## src/rtl/mole_timer_pkg.sv

```systemverilog
// -----------------------------------------------------------------------------
// mole_timer_pkg
//   Shared definitions for the multi-mole timer:
//     - LVL_EASY / LVL_MED / LVL_HARD / LVL_INSANE : 2-bit level encodings
//     - chan_state_e                               : per-channel IDLE/RUN state
//     - STREAK_W                                   : width of the streak counter
//     - ticks_for_level()                          : mole lifetime for a level,
//                                                    reduced by the hit streak
// -----------------------------------------------------------------------------
package mole_timer_pkg;

  localparam logic [1:0] LVL_EASY   = 2'd0;
  localparam logic [1:0] LVL_MED    = 2'd1;
  localparam logic [1:0] LVL_HARD   = 2'd2;
  localparam logic [1:0] LVL_INSANE = 2'd3;

  localparam int STREAK_W = 3;

  typedef enum logic {
    IDLE = 1'b0,
    RUN  = 1'b1
  } chan_state_e;

  // Lifetime in ticks for a level. A table entry of 0 is promoted to 1 so a
  // mole is always visible for at least one tick, and the streak can shorten
  // the lifetime down to, but never below, one tick.
  function automatic int unsigned ticks_for_level(
    input logic [1:0]          lvl,
    input logic [STREAK_W-1:0] streak,
    input int unsigned         t0,
    input int unsigned         t1,
    input int unsigned         t2,
    input int unsigned         t3
  );
    int unsigned base;
    int unsigned s;
    s = 32'(streak);
    case (lvl)
      LVL_EASY: base = t0;
      LVL_MED:  base = t1;
      LVL_HARD: base = t2;
      default:  base = t3;
    endcase
    if (base == 0) base = 1;
    if (base > s) base = base - s;
    else          base = 1;
    return base;
  endfunction

endpackage

```

## src/rtl/mole_timer_channel.sv

```systemverilog
// -----------------------------------------------------------------------------
// mole_timer_channel
//   One mole slot: a two-state FSM (IDLE/RUN), a tick counter and the lifetime
//   limit latched when the mole spawns.
//
//   Ports:
//     clk_game      in   game tick clock
//     rst_n         in   asynchronous active-low reset
//     enable        in   game running; low forces IDLE without pulses
//     pause         in   freezes the counter while RUN
//     level  [1:0]  in   difficulty, latched on start
//     streak [2:0]  in   current hit streak (0 when the speed-up is not built)
//     start         in   one-cycle spawn pulse
//     hit           in   one-cycle button pulse
//     state         out  FSM state (active = state == RUN)
//     timeout_pulse out  registered one-cycle expiry pulse
//     hit_ok        out  registered one-cycle successful-hit pulse
//     timeout_next  out  combinational value about to load into timeout_pulse,
//                        so the top can register timeout_any on the same edge
// -----------------------------------------------------------------------------
module mole_timer_channel
  import mole_timer_pkg::*;
#(
  parameter int          CNT_W    = 32,
  parameter int unsigned TICKS_L0 = 10,
  parameter int unsigned TICKS_L1 = 7,
  parameter int unsigned TICKS_L2 = 4,
  parameter int unsigned TICKS_L3 = 2
) (
  input  logic                clk_game,
  input  logic                rst_n,
  input  logic                enable,
  input  logic                pause,
  input  logic [1:0]          level,
  input  logic [STREAK_W-1:0] streak,
  input  logic                start,
  input  logic                hit,
  output chan_state_e         state,
  output logic                timeout_pulse,
  output logic                hit_ok,
  output logic                timeout_next
);

  localparam logic [63:0]      CNT_MAX = (64'd1 << CNT_W) - 64'd1;
  localparam logic [CNT_W-1:0] ONE     = {{(CNT_W-1){1'b0}}, 1'b1};

  // Keep the limit representable in CNT_W bits so the counter can reach
  // limit-1 without wrapping.
  function automatic logic [CNT_W-1:0] clamp_limit(input int unsigned t);
    logic [63:0] w;
    w = {32'd0, t};
    if (w > CNT_MAX) w = CNT_MAX;
    return w[CNT_W-1:0];
  endfunction

  localparam logic [CNT_W-1:0] RESET_LIMIT =
    clamp_limit(ticks_for_level(LVL_EASY, '0, TICKS_L0, TICKS_L1, TICKS_L2, TICKS_L3));

  chan_state_e      state_q, state_d;
  logic [CNT_W-1:0] count_q, count_d;
  logic [CNT_W-1:0] limit_q, limit_d;
  logic             hit_ok_d;

  always_ff @(posedge clk_game or negedge rst_n) begin
    if (!rst_n) begin
      state_q       <= IDLE;
      count_q       <= '0;
      limit_q       <= RESET_LIMIT;
      timeout_pulse <= 1'b0;
      hit_ok        <= 1'b0;
    end else begin
      state_q       <= state_d;
      count_q       <= count_d;
      limit_q       <= limit_d;
      timeout_pulse <= timeout_next;
      hit_ok        <= hit_ok_d;
    end
  end

  // Priority: disable > start (restart) > hit > pause > count/expire.
  always_comb begin
    state_d      = state_q;
    count_d      = count_q;
    limit_d      = limit_q;
    timeout_next = 1'b0;
    hit_ok_d     = 1'b0;
    if (!enable) begin
      state_d = IDLE;
      count_d = '0;
    end else if (start) begin
      state_d = RUN;
      count_d = '0;
      limit_d = clamp_limit(ticks_for_level(level, streak,
                                            TICKS_L0, TICKS_L1, TICKS_L2, TICKS_L3));
    end else if (state_q == RUN) begin
      if (hit) begin
        hit_ok_d = 1'b1;
        state_d  = IDLE;
        count_d  = '0;
      end else if (pause) begin
        count_d = count_q;
      end else if (count_q >= limit_q - ONE) begin
        // limit_q is never 0, so limit_q - 1 cannot underflow.
        timeout_next = 1'b1;
        state_d      = IDLE;
        count_d      = '0;
      end else begin
        count_d = count_q + ONE;
      end
    end
  end

  assign state = state_q;

endmodule

```

## src/rtl/multi_mole_timer.sv

```systemverilog
// -----------------------------------------------------------------------------
// multi_mole_timer
//   NUM_MOLES independent mole lifetime timers between the mole generator and
//   the scoring/LED logic, all in the clk_game domain. Every pulse output is
//   registered and appears one cycle after the input that caused it.
//
//   Ports:
//     clk_game                 in   game tick clock
//     rst_n                    in   asynchronous active-low reset
//     enable                   in   game running; 0 clears all channels
//     pause                    in   freeze all counters
//     level         [1:0]      in   difficulty, latched per channel at start
//     start         [N-1:0]    in   spawn pulse per channel
//     hit           [N-1:0]    in   debounced button pulse per channel
//     active        [N-1:0]    out  mole lit / timer running
//     timeout_pulse [N-1:0]    out  mole expired
//     hit_ok        [N-1:0]    out  active mole hit
//     miss_pulse               out  a hit landed on an unlit channel
//     timeout_any              out  OR of timeout_pulse, same cycle
//     streak        [2:0]      out  saturating hit streak (only when
//                                   MOLE_STREAK_SPEEDUP_EN is defined)
//
//   Build option MOLE_STREAK_SPEEDUP_EN: a 3-bit streak counter shortens the
//   lifetime of newly spawned moles by one tick per consecutive hit.
// -----------------------------------------------------------------------------
module multi_mole_timer
  import mole_timer_pkg::*;
#(
  parameter int          NUM_MOLES = 4,
  parameter int          CNT_W     = 32,
  parameter int unsigned TICKS_L0  = 10,
  parameter int unsigned TICKS_L1  = 7,
  parameter int unsigned TICKS_L2  = 4,
  parameter int unsigned TICKS_L3  = 2
) (
  input  logic                 clk_game,
  input  logic                 rst_n,
  input  logic                 enable,
  input  logic                 pause,
  input  logic [1:0]           level,
  input  logic [NUM_MOLES-1:0] start,
  input  logic [NUM_MOLES-1:0] hit,
  output logic [NUM_MOLES-1:0] active,
  output logic [NUM_MOLES-1:0] timeout_pulse,
  output logic [NUM_MOLES-1:0] hit_ok,
  output logic                 miss_pulse,
  output logic                 timeout_any
`ifdef MOLE_STREAK_SPEEDUP_EN
  ,
  output logic [STREAK_W-1:0]  streak
`endif
);

  chan_state_e                 chan_state [NUM_MOLES];
  logic [NUM_MOLES-1:0]        timeout_next;
  logic [STREAK_W-1:0]         streak_val;
  logic                        miss_d;

  for (genvar i = 0; i < NUM_MOLES; i++) begin : g_chan
    mole_timer_channel #(
      .CNT_W    (CNT_W),
      .TICKS_L0 (TICKS_L0),
      .TICKS_L1 (TICKS_L1),
      .TICKS_L2 (TICKS_L2),
      .TICKS_L3 (TICKS_L3)
    ) u_chan (
      .clk_game      (clk_game),
      .rst_n         (rst_n),
      .enable        (enable),
      .pause         (pause),
      .level         (level),
      .streak        (streak_val),
      .start         (start[i]),
      .hit           (hit[i]),
      .state         (chan_state[i]),
      .timeout_pulse (timeout_pulse[i]),
      .hit_ok        (hit_ok[i]),
      .timeout_next  (timeout_next[i])
    );
    assign active[i] = (chan_state[i] == RUN);
  end

  // A hit on an unlit channel is a miss, unless the same channel is spawning
  // this cycle (the spawn wins) or the game is disabled.
  assign miss_d = |(hit & ~active & ~start & {NUM_MOLES{enable}});

  always_ff @(posedge clk_game or negedge rst_n) begin
    if (!rst_n) begin
      miss_pulse  <= 1'b0;
      timeout_any <= 1'b0;
    end else begin
      miss_pulse  <= miss_d;
      timeout_any <= |timeout_next;
    end
  end

`ifdef MOLE_STREAK_SPEEDUP_EN
  logic [STREAK_W-1:0] streak_q;

  // Updated from the registered pulses, so a new value takes effect on spawns
  // one cycle after the pulse. Any loss (timeout or miss) beats a hit.
  always_ff @(posedge clk_game or negedge rst_n) begin
    if (!rst_n) begin
      streak_q <= '0;
    end else if ((|timeout_pulse) || miss_pulse) begin
      streak_q <= '0;
    end else if ((|hit_ok) && (streak_q != {STREAK_W{1'b1}})) begin
      streak_q <= streak_q + 1'b1;
    end
  end

  assign streak     = streak_q;
  assign streak_val = streak_q;
`else
  assign streak_val = '0;
`endif

endmodule

```

## config.mk

```make
export PLATFORM = sky130hd
export DESIGN_NAME = multi_mole_timer
export DESIGN_NICKNAME = d
export VERILOG_FILES = /design/src/rtl/mole_timer_pkg.sv /design/src/rtl/mole_timer_channel.sv /design/src/rtl/multi_mole_timer.sv
export SDC_FILE = /design/constraint.sdc
export NUM_CORES = 1
export LEC_CHECK = 0
export CORE_MARGIN = 3
export CORE_UTILIZATION = 35
export CTS_BUF_LIST = sky130_fd_sc_hd__clkbuf_16
export CTS_CLUSTER_DIAMETER = 150
export DETAILED_ROUTE_END_ITERATION = 10
export PLACE_DENSITY = 0.61
export SLEW_MARGIN = 0
export SYNTH_ARGS = -nofsm -noshare
export SYNTH_HDL_FRONTEND = slang
export SYNTH_SLANG_ARGS = --single-unit
export TNS_END_PERCENT = 100
```

## constraint.sdc

```tcl
create_clock -name clk_game -period 9.5 [get_ports clk_game]
set_clock_uncertainty 0.05 [all_clocks]
set_input_delay 1.9 -clock clk_game [delete_from_list [all_inputs] [get_ports clk_game]]
set_output_delay 1.9 -clock clk_game [all_outputs]
set_load 0.01 [all_outputs]
```

Word level (Yosys, flattened, before mapping)
Cells that the tools add are included.

Flip-flop bits (word level): 270. Latch bits: 0. Bits in writable memories: 0. Memory bits (read-only): 0. Input bits: 14. Output and inout port bits: 14. Word-level logic and storage cells: 181. Memories: 0.

Add/subtract/negate cells: 8. $mul: 0. Divide/modulo/power cells: 0. Order comparisons: 8. Equal/unequal tests: 10. Shift-type cells: 0. Multiplexer cells: 113. Bitwise logic cells: 5. Reductions and logical operators: 15.

Operators with widths (count): two-way mux 32 bit (48); adder 32 x 1 -> 32 bit (second input constant) (4); greater-or-equal comparator 32 bit (4); greater-than comparator 32 x 1 -> 1 bit (second input constant) (4); logical NOT 32 bit (4); subtractor 32 x 1 -> 32 bit (second input constant) (4); two-way mux 1 bit (64); inequality test 4 x 2 -> 1 bit (second input constant) (4); AND reduction 2 bit (8); bitwise AND 4 bit (3); inequality test 3 x 1 -> 1 bit (second input constant) (4); case mux 4 bit (3 select lines) (1); inverter 4 bit (2); OR reduction 4 bit (2); == test 2 x 1 -> 1 bit (second input constant) (1); == test 2 bit (second input constant) (1); logical NOT 2 bit (1).

Logic depth before layout (Yosys ltp)
Word-level depth: 10. Gate-level depth with buffers: 12. Depth with buffers taken out: 10.

Hierarchy
Synthesis repeated with hierarchy kept, for this count alone.

Cell total of the unflattened synthesis: 1551. Area, all modules: 13182.6 um^2.

Modules (own cells, without submodules): mole_timer_channel at g_chan[0].u_chan ... (times used 2, cells each 376, area an instance 3190.6 um^2, seq. area each 1053.5 um^2); mole_timer_channel at g_chan[3].u_chan (times used 1, cells each 410, area an instance 3468.3 um^2, seq. area each 1053.5 um^2); mole_timer_channel at g_chan[2].u_chan (times used 1, cells each 379, area an instance 3229.3 um^2, seq. area each 1053.5 um^2); multi_mole_timer (times used 1, cells each 10, area an instance 103.8 um^2, seq. area each 50.0 um^2).

Worst setup path after synthesis
Ideal clock, no wire load.

Path kind: input to register. From: in enable. To: reg g_chan[0].u_chan.count_q[23]. Arrival time: 3.370 ns. Required time: 9.326 ns. Slack: 5.956 ns. Cell stages on the path: 8. Path buffers: 3. Cells stage by stage: buf_2 -> nor2b_1 -> and3_1 -> nand3_1 -> clkbuf_1 -> clkbuf_1 -> nor3_1 -> a211o_1.

Cells in the longest elaborated chain, start to end: 2. Elaborated cells on any way between the ends: 4. Classes of those cells: 2 x eq/ne; 1 x mux; 1 x reduce/logical.

Ends and longest elaborated chain: start, declared (RTL line multi_mole_timer.sv:38) `input logic enable,`; inequality test 4 x 2 -> 1 bit (no line) or inequality test 3 x 1 -> 1 bit (tied branches); AND reduction 2 bit (no line); end signal, assigned (RTL line mole_timer_channel.sv:73) `count_q <= count_d;`; end, declared (RTL line mole_timer_channel.sv:60) `logic [CNT_W-1:0] count_q, count_d;`.

Several ways; a longest one is shown, not always the timed one. A chain may end at the register's enable or synchronous reset.

Final worst setup path
From: in enable. To: reg g_chan[1].u_chan.count_q[17].

Cells in the longest elaborated chain, start to end: 2. Elaborated cells on any way between the ends: 4. Classes of those cells: 2 x eq/ne; 1 x mux; 1 x reduce/logical.

Ends and longest elaborated chain (RTL line): inequality test 4 x 2 -> 1 bit (no line) or inequality test 3 x 1 -> 1 bit (tied branches); AND reduction 2 bit (no line); end signal, assigned (mole_timer_channel.sv:73); end, declared (mole_timer_channel.sv:60).

Several ways; a longest one is shown, not always the timed one.

==> run_results.csv <==
group,metric,value,unit
synthesis,cell_type_contributing_the_most_total_cell_area_after_synthesis,"dfrtp_1",
cells_and_area,num-nets-final,1528,
setup_path,worstSetupEndpointType,"flop",
power_and_ir_drop,vdd.ir_drop.worst,0.119,mV
synthesis,dominantRegCellSynth,"dfrtp_1",
route,drt-pass1-iter-count,6,
floorplanning,die_area,36800,um2
placement,finalWeightedCongestion,0.831,
synthesis,synth_enable_flop_cells,0,
floorplanning,ports,28,
floorplanning,fp.dieH,192,um
flow_run,timing.max_cap.violations,0,
setup_path,timing.critical_path.arrival,4.40,ns
timing,rsz0062_at_grt,"no",
synthesis,postSynth.asyncResetShare,100,%
power_and_ir_drop,total_leakage_power,5.89,nW
setup_path,setup.reg_to_reg.worst_slack,5.38,ns
synthesis,number_of_warnings_reported_in_the_yosys_synthesis_log,0,
synthesis,synth.area.top_cells,"dfrtp_1 (31%), ha_1 (15%), nand2_1 (5.5%)",
hold_path,min_to,"g_chan[0].u_chan.limit_q[1]",
route,detailedRoute.firstIterationViolations,634,
timing,finalSetupViolations,0,
route,ant_nets,0,
clocking,post_cts.repair.setup_buffers,0,
power_and_ir_drop,cellPowerDensity,130,nW/um2
route,wire_per_inst,17.6,um
power_and_ir_drop,fin_total_pwr,1.73,mW
setup_path,cp_common_cell,"and3_1",
synthesis,yosys.cell_types.count,72,
setup_path,number_of_buffer_and_inverter_stages_on_the_critical_path,2,
route,avgViaCountPerCell,5.89,
grt,global_route_wire_length_before_repair,54200,um
cells_and_area,register_area,3960,um2
clocking,clkLatencyLatePin,0.44,ns
clocking,cts_max_path_buffers,2,
timing,period_minus_slack,4.13,ns
timing,fmax,0.242,GHz
floorplanning,die_width,192,um
setup_path,slowest_stage,"clkdlybuf4s50_1",
clocking,clock_transition_at_the_registers_of_the_reported_paths,0.07,ns
grt,grt_antenna_before_repair,3,
setup_path,worst_r2r_endpoint,"g_chan[0].u_chan.count_q[29]",
synthesis,synthesized_area_divided_by_synthesized_cell_count,8.78,um2
synthesis,postSynthNetCount,1534,
synthesis,mappedNetlistArea,12100,um2
route,vias,10797,
setup_path,worstSetupStartpointType,"input pin",
timing,max-slew-margin-rel,21.8,%
setup_path,worstPathMaxFanout,14,
clocking,clk_root_buf,"clkbuf_16",
route,finalWirelength,32200,um
setup_path,worstPathRequired,9.77,ns
setup_path,path_class,"in -> reg",
setup_path,crit_path_cell_trace,"clkdlybuf4s50_1 -> nor2b_1 -> and3_1 -> and3_1 -> buf_4 -> nand2_1 -> o311ai_0",
timing,final_min_period_over_clock_period,43.5,%
clocking,htreeDepth,4,
placement,hpwlAfterDp,22100,um
setup_path,startpoint,"enable",
cells_and_area,multiInputGateArea,7610,um2
cells_and_area,diodes_inserted,0,
floorplanning,floorplan.initialDensity,35.8,%
clocking,cts_made_buffers,17,
floorplanning,placement_rows,67,
clocking,cts_resized,0,
grt,pin_count_of_the_biggest_net_entering_global_routing,95,
clocking,hold_buffers,0,
clocking,cts_tree,"yes",
hold_path,whs_path_depth,2,
synthesis,synth_cells,1377,
synthesis,post-synth-top-area-fraction,31.0,%
hold_path,timing.hold.worst.start,"g_chan[0].u_chan.limit_q[1]",
grt,first_global_vias,10499,
timing,finalSetupTns,0,ns
setup_path,crit_family,"simple AND/OR/NAND/NOR gates",
cells_and_area,flow.area_growth_from_synthesis,10.3,%
clocking,clock_sinks,158,
hold_path,min_path_type,"reg -> reg",
grt,globalRoute.totalOverflow,0,
setup_path,r2r.worst_path.cells,10,
grt,grt_usage,17.9,%
timing,timing_worst_slew_pin_value,1.17,ns
setup_path,worst_path_largest_cell_delay,0.75,ns
floorplanning,design.core.area,33800,um2
synthesis,ys_seq_elements,158,
timing,final-hold-violation-count,0,
synthesis,synth.yosys.seq_area_share,32.8,%
run_status,run_status,"complete, no violations",
cells_and_area,post_route_cells_drive_above_1_share,6.94,%
route,drc_viols,0,
cells_and_area,n_fill_cell,3347,
placement,buffer_ports.inserted,27,
setup_path,worstReg2RegStart,"g_chan[0].u_chan.limit_q[0]",
timing,report.final.slew_viol_count,0,
Yosys cell counts, types with 34 or more instances:
library cell  number
nand2_1          178
o21ai_0           61
nand3_1           72
inv_1             55
ha_1             143
dfrtp_1          150
nor3_1            64
a21oi_1           55
nor2_1            48
nand4_1           54
and3_1            35
clkbuf_1          34
final cells by class:
class | instances | area share (%)
multi-input cells | 1097 | 57.0
flip-flops and latches | 158 | 29.7
well taps | 448 | 4.20
clock buffers | 17 | 3.19
repair buffers | 42 | 2.88
inverters | 55 | 1.55
clock inverters | 15 | 1.47
per-layer routing:
metal  routed length (um)  track usage [%]  share of wire, %  vias to the layer above
li1                     -                -                 -                     5266
met1                15600             25.3                48                     5261
met2                14900             29.0                46                      231
met3                 1290             2.61               4.0                       35
met4                  410             4.29               1.3                        4
met5                   28                0             0.087                        -
power by group:
part / leakage, nW / total (mW) / switching, mW / internal [mW]
clock: 0.292 / 0.745 / 0.306 / 0.439
combinational: 3.44 / 0.284 / 0.178 / 0.105
sequential: 2.16 / 0.700 / 0.0124 / 0.688
per-stage QoR:
step	hold WS [ns]	worst slack (ns)	util (%)	std cells	instance area, um2
4_1_cts	0.443	5.38	39.5	1832	13300
3_5_place_dp	0.434	4.96	37.7	1800	12700
5_1_grt	0.460	5.08	39.5	1832	13300
6_report	0.439	5.37	39.5	1832	13300
3_3_place_gp	0.429	5.05	37.7	1800	12700
2_1_floorplan	0.417	5.96	-	1377	12100
logic make-up after synthesis:
| kind of cell | synth area share (%) |
|---|---|
| xor gates and xnor gates | 0.434 |
| adders and majority gates | 14.8 |
| DFF | 32.8 |
| buffers and inverters | 4.42 |
| and+or+nand+nor | 24.9 |
| muxes | 2.40 |
| AOI/OAI and AO/OA | 20.3 |
registers in the layout, indices dropped and copies added, names as in the netlist:
signal and count:
g_chan.u_chan.hit_ok 4, g_chan.u_chan.timeout_pulse 4, miss_pulse 1, timeout_any 1, g_chan.u_chan.state 4, g_chan.u_chan.count_q 128
g_chan.u_chan.limit_q 16
tightest hold or removal path, stage by stage, from the launching register on:
cell and delay (ns):
dfstp_2 0.37, nand2_1 0.04, o21ai_0 0.06
placed cells by master (no fill, tap or decap), types with 9 or more instances in the layout:
master / instances
a211o_1: 19
a211oi_1: 14
a21o_1: 29
a21oi_1: 54
a221o_1: 25
a31oi_1: 15
and2_1: 14
and3_1: 35
and4_1: 9
buf_4: 15
clkbuf_16: 17
clkdlybuf4s50_1: 26
dfrtp_1: 150
ha_1: 143
inv_1: 56
mux2_2: 16
mux2i_1: 11
nand2_1: 178
nand2b_1: 9
nand3_1: 72
nand4_1: 54
nor2_1: 48
nor3_1: 64
nor4_1: 29
nor4b_1: 11
o211ai_1: 10
o21ai_0: 61
o31a_1: 13
o31ai_1: 25
or3_1: 11
or4_1: 20
worst max-delay path by stage:
stage                                        end  depth (start not counted)
global route         g_chan[0].u_chan.count_q[3]                          9
CTS                  g_chan[0].u_chan.count_q[3]                          9
global placement    g_chan[3].u_chan.count_q[30]                          7
floorplan           g_chan[0].u_chan.count_q[23]                          8
finish              g_chan[1].u_chan.count_q[17]                          7
detailed placement  g_chan[1].u_chan.count_q[23]                          7
(Power assumes the default switching activity.)
